[src/rtl/seq_gen_if.sv]
// seq_gen control and serial-link bundle.
// Driver side is master, transmitter side is slave.
interface seq_gen_if #(
    parameter int MAX_LEN = 8,
    parameter int LEN_W   = 4,
    parameter int CNT_W   = 4
);
    logic               start;
    logic               abort;
    logic [MAX_LEN-1:0] pattern;
    logic [LEN_W-1:0]   len;
    logic [CNT_W-1:0]   reps;
    logic [CNT_W-1:0]   gap;
    logic               x_out;
    logic               x_valid;
    logic               sof;
    logic               busy;
    logic               done;
    logic               err;

    modport master (
        output start, abort, pattern, len, reps, gap,
        input  x_out, x_valid, sof, busy, done, err
    );

    modport slave (
        input  start, abort, pattern, len, reps, gap,
        output x_out, x_valid, sof, busy, done, err
    );
endinterface

[src/rtl/seq_gen.sv]
// Serial bit-pattern transmitter, MSB-first, with repeats and gaps.
// Start/busy/done handshake; all outputs registered.
module seq_gen #(
    parameter int MAX_LEN = 8,
    parameter int LEN_W   = 4,
    parameter int CNT_W   = 4
) (
    input logic   clk,
    input logic   rst,
    seq_gen_if.slave bus
);
    localparam int IDX_W = (MAX_LEN > 1) ? $clog2(MAX_LEN) : 1;

    typedef enum logic [1:0] {IDLE, SEND, GAP, DONE} state_t;

    state_t             state;
    logic [MAX_LEN-1:0] pat_q;
    logic [IDX_W-1:0]   first_q;
    logic [IDX_W-1:0]   bit_idx;
    logic [CNT_W-1:0]   reps_left;
    logic [CNT_W-1:0]   gap_q;
    logic [CNT_W-1:0]   gap_cnt;

    logic x_out_q;
    logic x_valid_q;
    logic sof_q;
    logic busy_q;
    logic done_q;
    logic err_q;

    logic             len_ok;
    logic [IDX_W-1:0] first_in;

    assign len_ok   = (bus.len != '0) &&
                      (bus.len <= LEN_W'(MAX_LEN));
    assign first_in = IDX_W'(bus.len - LEN_W'(1));

    assign bus.x_out   = x_out_q;
    assign bus.x_valid = x_valid_q;
    assign bus.sof     = sof_q;
    assign bus.busy    = busy_q;
    assign bus.done    = done_q;
    assign bus.err     = err_q;

    // Frame sequencer: state, counters and registered outputs.
    always_ff @(posedge clk or posedge rst) begin
        if (rst) begin
            state     <= IDLE;
            pat_q     <= '0;
            first_q   <= '0;
            bit_idx   <= '0;
            reps_left <= '0;
            gap_q     <= '0;
            gap_cnt   <= '0;
            x_out_q   <= 1'b0;
            x_valid_q <= 1'b0;
            sof_q     <= 1'b0;
            busy_q    <= 1'b0;
            done_q    <= 1'b0;
            err_q     <= 1'b0;
        end else begin
            sof_q  <= 1'b0;
            done_q <= 1'b0;
            err_q  <= 1'b0;
            unique case (state)
                IDLE: begin
                    x_out_q   <= 1'b0;
                    x_valid_q <= 1'b0;
                    busy_q    <= 1'b0;
                    if (bus.start && len_ok) begin
                        pat_q     <= bus.pattern;
                        first_q   <= first_in;
                        bit_idx   <= first_in;
                        reps_left <= bus.reps;
                        gap_q     <= bus.gap;
                        x_out_q   <= bus.pattern[first_in];
                        x_valid_q <= 1'b1;
                        sof_q     <= 1'b1;
                        busy_q    <= 1'b1;
                        state     <= SEND;
                    end else if (bus.start) begin
                        err_q <= 1'b1;
                    end
                end
                SEND: begin
                    if (bus.abort) begin
                        state     <= IDLE;
                        x_out_q   <= 1'b0;
                        x_valid_q <= 1'b0;
                        busy_q    <= 1'b0;
                    end else if (bit_idx != '0) begin
                        bit_idx <= bit_idx - 1'b1;
                        x_out_q <= pat_q[bit_idx - 1'b1];
                    end else if (reps_left == '0) begin
                        state     <= DONE;
                        x_out_q   <= 1'b0;
                        x_valid_q <= 1'b0;
                        done_q    <= 1'b1;
                    end else begin
                        reps_left <= reps_left - 1'b1;
                        if (gap_q == '0) begin
                            bit_idx <= first_q;
                            x_out_q <= pat_q[first_q];
                            sof_q   <= 1'b1;
                        end else begin
                            state     <= GAP;
                            gap_cnt   <= gap_q;
                            x_out_q   <= 1'b0;
                            x_valid_q <= 1'b0;
                        end
                    end
                end
                GAP: begin
                    if (bus.abort) begin
                        state  <= IDLE;
                        busy_q <= 1'b0;
                    end else if (gap_cnt == CNT_W'(1)) begin
                        state     <= SEND;
                        bit_idx   <= first_q;
                        x_out_q   <= pat_q[first_q];
                        x_valid_q <= 1'b1;
                        sof_q     <= 1'b1;
                    end else begin
                        gap_cnt <= gap_cnt - 1'b1;
                    end
                end
                DONE: begin
                    state  <= IDLE;
                    busy_q <= 1'b0;
                end
                default: state <= IDLE;
            endcase
        end
    end
endmodule

[src/flat_wrapper.sv]
// flat-port wrapper written by rule: the top's interface ports become plain ports
module seq_gen_flat 
#(
    parameter int MAX_LEN = 8,
    parameter int LEN_W   = 4,
    parameter int CNT_W   = 4
)
  (clk, rst, bus_start, bus_abort, bus_pattern, bus_len, bus_reps, bus_gap, bus_x_out, bus_x_valid, bus_sof, bus_busy, bus_done, bus_err);
  seq_gen_if #(.MAX_LEN(MAX_LEN), .LEN_W(LEN_W), .CNT_W(CNT_W)) bus_i ();
  input logic clk;
  input logic rst;
  input wire logic [$bits(bus_i.start)-1:0] bus_start;
  input wire logic [$bits(bus_i.abort)-1:0] bus_abort;
  input wire logic [$bits(bus_i.pattern)-1:0] bus_pattern;
  input wire logic [$bits(bus_i.len)-1:0] bus_len;
  input wire logic [$bits(bus_i.reps)-1:0] bus_reps;
  input wire logic [$bits(bus_i.gap)-1:0] bus_gap;
  output wire logic [$bits(bus_i.x_out)-1:0] bus_x_out;
  output wire logic [$bits(bus_i.x_valid)-1:0] bus_x_valid;
  output wire logic [$bits(bus_i.sof)-1:0] bus_sof;
  output wire logic [$bits(bus_i.busy)-1:0] bus_busy;
  output wire logic [$bits(bus_i.done)-1:0] bus_done;
  output wire logic [$bits(bus_i.err)-1:0] bus_err;
  assign bus_i.start = bus_start;
  assign bus_i.abort = bus_abort;
  assign bus_i.pattern = bus_pattern;
  assign bus_i.len = bus_len;
  assign bus_i.reps = bus_reps;
  assign bus_i.gap = bus_gap;
  assign bus_x_out = bus_i.x_out;
  assign bus_x_valid = bus_i.x_valid;
  assign bus_sof = bus_i.sof;
  assign bus_busy = bus_i.busy;
  assign bus_done = bus_i.done;
  assign bus_err = bus_i.err;
  seq_gen #(.MAX_LEN(MAX_LEN), .LEN_W(LEN_W), .CNT_W(CNT_W)) u_core (.clk(clk), .rst(rst), .bus(bus_i));
endmodule
[config.mk]
export PLATFORM = sky130hd
export DESIGN_NAME = seq_gen_flat
export DESIGN_NICKNAME = d
export VERILOG_FILES = /design/src/rtl/seq_gen_if.sv /design/src/rtl/seq_gen.sv /design/src/flat_wrapper.sv
export SDC_FILE = /design/constraint.sdc
export NUM_CORES = 1
export LEC_CHECK = 0
export BUFFER_PORTS_ARGS = -buffer_cell sky130_fd_sc_hd__buf_2
export CAP_MARGIN = 20
export CORE_MARGIN = 1
export CORE_UTILIZATION = 51
export CTS_BUF_LIST = sky130_fd_sc_hd__clkbuf_16
export DETAILED_ROUTE_END_ITERATION = 12
export PLACE_DENSITY = 0.79
export SLEW_MARGIN = 20
export SYNTH_ARGS = -nofsm -noshare
export SYNTH_HDL_FRONTEND = slang
export SYNTH_SLANG_ARGS = --single-unit
export TNS_END_PERCENT = 5
[constraint.sdc]
create_clock -name clk -period 2.2 [get_ports clk]
set_input_delay 0 -clock clk [delete_from_list [all_inputs] [get_ports clk]]
set_output_delay 0 -clock clk [all_outputs]
set_load 0.01 [all_outputs]
Yosys cells after proc, flatten, opt, wreduce, memory -nomap -nowiden
Index checks and enable logic that the tools add are counted.
{"block": "op_classes", "addsub": 4, "magnitude_cmp": 4, "n_eq_ne": 18, "mux": 66, "n_reduce_logical": 18}
{"operator": "$mux 4", "count": 10}
{"operator": "$mux 1", "count": 31}
{"operator": "$mux 3", "count": 7}
{"operator": "$pmux 4 s2", "count": 2}
{"operator": "$mux 2", "count": 7}
{"operator": "$reduce_and 7->1", "count": 2}
{"operator": "$lt 3x4->1 const B", "count": 3}
{"operator": "$ne 2x2->1 const B", "count": 6}
{"operator": "$pmux 1 s3", "count": 4}
{"operator": "$reduce_and 5->1", "count": 2}
{"operator": "$bmux 1 s3", "count": 3}
{"operator": "$pmux 3 s3", "count": 1}
{"operator": "$logic_not 4->1", "count": 2}
{"operator": "$pmux 2 s4", "count": 1}
{"operator": "$sub 4x1->4 const B", "count": 2}
{"operator": "$ne 2x1->1 const B", "count": 3}
{"operator": "$ne 3x2->1 const B", "count": 2}
{"operator": "$reduce_bool 3->1", "count": 2}
{"operator": "$sub 3x1->3 const B", "count": 2}
{"operator": "$eq 2x2->1 const B", "count": 2}
{"operator": "$eq 4x1->1 const B", "count": 1}
{"operator": "$le 4x4->1 const B", "count": 1}
{"operator": "$ne 4x3->1 const B", "count": 1}
{"operator": "$reduce_and 4->1", "count": 1}
{"operator": "10 further kinds", "count": 12}
{"block": "word_totals", "reg_bits": 34, "input_bits": 24, "out_inout_bits": 6, "wordCells": 123}

Longest topological paths before layout
{"block": "depth", "ltp_word": 7, "depth_mapped": 8}

Worst setup path before layout
Ideal clock, no wire load.
{"block": "synth_path", "kind": "reg-to-reg", "from": "reg u_core.bit_idx[0]", "to": "reg u_core.gap_cnt[3]", "setup_ps": 65, "arrival_time_ps": 2005, "path_slack_ps": 130, "path_stages_with_launch": 9, "cell_sequence": "dfrtp_1 -> inv_1 -> ha_1 -> nand2b_4 -> buf_6 -> o31a_1 -> a2111o_1 -> o21ba_1 -> o22a_1"}
{"block": "synth_between", "elab_chain_cells": 3}
{"item": "from (decl)", "line_no": "seq_gen.sv:19", "rtl": "logic [IDX_W-1:0] bit_idx;"}
{"item": "from (signal assigned)", "line_no": "seq_gen.sv:73", "rtl": "bit_idx <= first_in;"}
{"item": "from (signal assigned)", "line_no": "seq_gen.sv:92", "rtl": "bit_idx <= bit_idx - 1'b1;"}
{"item": "from (signal assigned)", "line_no": "seq_gen.sv:102", "rtl": "bit_idx <= first_q;"}
{"item": "$reduce_bool 3->1", "line_no": "seq_gen.sv:91", "rtl": "end else if (bit_idx != '0) begin"}
{"item": "$ne 2x2->1 (no source line)"}
{"item": "$reduce_and 7->1 (no source line)"}
{"item": "to (signal assigned)", "line_no": "seq_gen.sv:107", "rtl": "gap_cnt <= gap_q;"}
{"item": "to (signal assigned)", "line_no": "seq_gen.sv:124", "rtl": "gap_cnt <= gap_cnt - 1'b1;"}
{"item": "to (decl)", "line_no": "seq_gen.sv:22", "rtl": "logic [CNT_W-1:0] gap_cnt;"}
No other way between the ends.
A chain may end at the register's enable or synchronous reset.

Final worst setup path
{"block": "layout_path", "from": "reg u_core.reps_left[0]", "to": "reg u_core.bit_idx[1]"}
{"block": "layout_between", "elab_chain_cells": 3}
{"item": "from (decl)", "line_no": "seq_gen.sv:20", "rtl": "logic [CNT_W-1:0] reps_left;"}
{"item": "from (signal assigned)", "line_no": "seq_gen.sv:74", "rtl": "reps_left <= bus.reps;"}
{"item": "from (signal assigned)", "line_no": "seq_gen.sv:100", "rtl": "reps_left <= reps_left - 1'b1;"}
{"item": "$logic_not 4->1", "line_no": "seq_gen.sv:94", "rtl": "end else if (reps_left == '0) begin"}
{"item": "$ne 3x2->1 (no source line)"}
{"item": "$reduce_and 7->1 (no source line)"}
{"item": "to (signal assigned)", "line_no": "seq_gen.sv:92"}
{"item": "to (signal assigned)", "line_no": "seq_gen.sv:102"}
{"item": "to (signal assigned)", "line_no": "seq_gen.sv:119", "rtl": "bit_idx <= first_q;"}
No other way between the ends.

==> results.md <==
- Worst EP arrival: 2.31 ns
- ANT cells: 0
- Final std cell area, no fill: 2639 um^2
- Total power draw: 3968 uW
- Non-Filler Instances: 298
- Synth Area per Inst: 10.61 um^2
- Nets@finish: 285
- Yosys reg bits: 34
- CTS tree: built
- Share of cells above drive strength 1: 0.3120
- Vias per inst: 5.862
- Sw Ratio: 0.3783
- Max clock buf depth: 2
- Tightest Pin Transition: 0.4384 ns
- Htree depth: 2
- Worst min path class: input pin to register
- CP max stage delay: 0.51 ns
- RSZ-0062 raised after global routing: true
- Syn_nets: 230
- Tcrit/Tclk final: 0.9738
- Setup_tns: 0 ns
- Remaining DRCs: 0
- Synth unique cells: 43
- Vias in the first global route: 1776
- Clk_skew: 0.006162 ns
- Logic pwr share: 0.503
- Final Setup Violations: 0
- Met1 usage: 0.3326
- Synth top area share: 0.4114
- Post-Syn Instances: 195
- Reg clk slew, reported paths: 0.05 ns
- CP endpoint kind: register
- # clock sinks: 34
- Routed WL per cell: 16.66 um
- Routed Antenna Nets: 0
- Post-synth top cells: dfrtp_1, nor2_1, mux2_2
- Number of cells after detailed placement: 277
- Core area: 3771 um^2
- Crit path cell chain: inv_1 -> ha_1 -> or3b_2 -> a21oi_2 -> o21ai_0 -> or3b_1 -> mux2_2
- Pin count of the biggest net entering global routing: 35
- Post-synth EDFFs: 0
- Vias: 1747
- Drt total wl: 4964 um
- CP max FO: 4
- GRT busiest layer: met2
- Fmax: 0.4668 GHz
- Port Buffers: 29
- Count leader, synth: dfrtp_1
- Max-cap violations: 0
- Die Y: 65.68 um
- Io pins: 30
- Yosys top cell by area: dfrtp_1
- Setup bufs post-CTS: 0
- Worst path top cell family by delay: simple AND/OR/NAND/NOR gates
- Final hold vios: 0
- Status: complete, no violations
- Post-synth top flop: dfrtp_1
- Slew Limit Fails: 0
- Initial antenna violation count: 0
- Ys async rst share: 1.000
- Post-synthesis sequential area ratio: 0.4114
- Max IR drop VDD: 0.8713 mV
- CP startpoint kind: register
- Mapped Area: 2068 um^2
- Fin Hold WS: 0.03667 ns
- Row cnt: 22
- Cell Pwr Density: 1504 nW/um^2
- Worst-Skew Late Latency: 0.28 ns
- Sw power: 1501 uW
- First-pass GRT wire length: 8528 um
- Dpl cell area: 2328 um^2
- Worst path required time: 2.36 ns
- M2 GR Usage: 0.4375
- Initial core utilization: 0.5484
- DP HPWL: 3381 um
- Rel. slew slack: 0.7077
- P&R area growth vs syn: 27.59%
- Buffers & Inverters on Critical Path: 1
- Die X-Extent: 65.68 um
- Routability Congestion: 0.8484
- Met3 usage: 0.08507
- Setup CP Type: register to register
- Remaining global-route overflow: 0
- DRT Pass-1 Iters: 4
- Die Area: 4314 um^2
- P_int: 2467 uW
- Total Routing Usage GR: 0.2713
- Min cycle time layout: 2.142 ns
- Num CTS Buffers: 5
- Clock power share: 0.195
- Sequential Power Share: 0.302
- Root buf cell: clkbuf_16
- Yosys warning count: 0
- Dominant cells by area after synthesis: dfrtp_1, mux2_2, ha_1, mux4_2, o21ai_0
- Critical path's slowest cell: or3b_2
- P_leak: 0.001212 uW
- Initial DRC Count: 132
[stage by stage]
stage	setup slack [ns]	util
floorplan	0.1301	-
finish	0.05755	0.6997
global route	-0.005043	0.6997
global placement	0.1212	0.6175
CTS	0.03274	0.6967
detailed placement	0.06398	0.6175
[area by class of cell]
| type | count | area [um^2] |
|---|---|---|
| Inverter | 15 | 56.30 |
| Fill cell | 271 | 1132 |
| Clock inverter | 2 | 33.78 |
| Sequential cell | 34 | 850.8 |
| Clock buffer | 5 | 125.1 |
| Tap cell | 48 | 60.06 |
| Multi-Input combinational cell | 139 | 1137 |
| Timing Repair Buffer | 55 | 375.4 |
[repair_timing]
item | 4_1_cts | 5_1_grt
hold buffers | 14 | 0
setup endpoints to repair | 0 | 5
gates resized for setup | 0 | 3
hold endpoints to repair | 47 | 0
[worst register-to-register path, cell delays in order (launching register included)]
cell and delay, ns:
dfrtp_1 0.39, inv_1 0.08, ha_1 0.20, or3b_2 0.51, a21oi_2 0.19, o21ai_0 0.09, or3b_1 0.23, mux2_2 0.35
[path summary, 6_finish.rpt]
check / cells after the start / startpoint / slack [ns] / endpoint
worst max-delay path: 7 / u_core.reps_left[0]$_DFFE_PP0P_ / 0.06 / u_core.bit_idx[1]$_DFFE_PP0P_
worst min-delay path: 3 / bus_reps[1] / 0.04 / u_core.reps_left[1]$_DFFE_PP0P_
worst max register to register: 7 / u_core.reps_left[0]$_DFFE_PP0P_ / 0.06 / u_core.bit_idx[1]$_DFFE_PP0P_
worst min register to register: 1 / u_core.bus.x_out$_DFFE_PP0P_ / 0.50 / u_core.bus.x_out$_DFFE_PP0P_
max in group asynchronous: 4 / rst / 1.52 / u_core.bus.sof$_DFF_PP0_
min in group asynchronous: 4 / rst / 0.37 / u_core.gap_q[0]$_DFFE_PP0P_
[registers in the layout, summed over array words and instances, names as in the netlist]
register / cells
u_core.state: 2
u_core.gap_cnt: 4
u_core.reps_left: 4
u_core.gap_q: 4
u_core.bit_idx: 3
u_core.bus.sof: 1
u_core.bus.err: 1
u_core.first_q: 3
u_core.bus.x_out: 1
u_core.bus.busy: 1
u_core.bus.x_valid: 1
u_core.pat_q: 8
u_core.bus.done: 1
[metal layers]
layer / vias up / wire length, um
met5: - / 0
met4: 0 / 169
met3: 16 / 255
met2: 56 / 2431
met1: 855 / 2107
li1: 820 / -
[cells by family (layout without fill, tap and decap cells)]
family	count (synthesis)	count (layout)	share of synthesized area
xor+xnor	3	3	0.01271
mux	30	30	0.1918
simple gates	52	52	0.1355
flops	34	34	0.4114
compound gates	43	43	0.1379
buf+inv	22	77	0.04415
fa+ha+maj	11	11	0.06654
[power by group through the flow]
stage	logic (uW)	registers (uW)	clock network (uW)
3_3_place_gp	1880	1180	0
6_report	2000	1200	774
3_5_place_dp	1930	1190	0
4_1_cts	1970	1190	779
5_1_grt	2200	1240	815
2_1_floorplan	1440	1140	0
[cells in the final DEF (no fill, tap or decap), types with 4 or more instances in the layout]
cell	count
o21ai_0	15
a31oi_1	5
ha_1	10
inv_1	15
dfrtp_1	34
nor3_1	5
a21oi_1	4
buf_4	12
mux4_2	6
nor2_1	18
buf_2	29
nand3_1	4
dlygate4sd3_1	14
mux2i_1	7
mux2_2	17
nand2_1	10
clkbuf_16	5
Power figures use the tool's default switching activity.
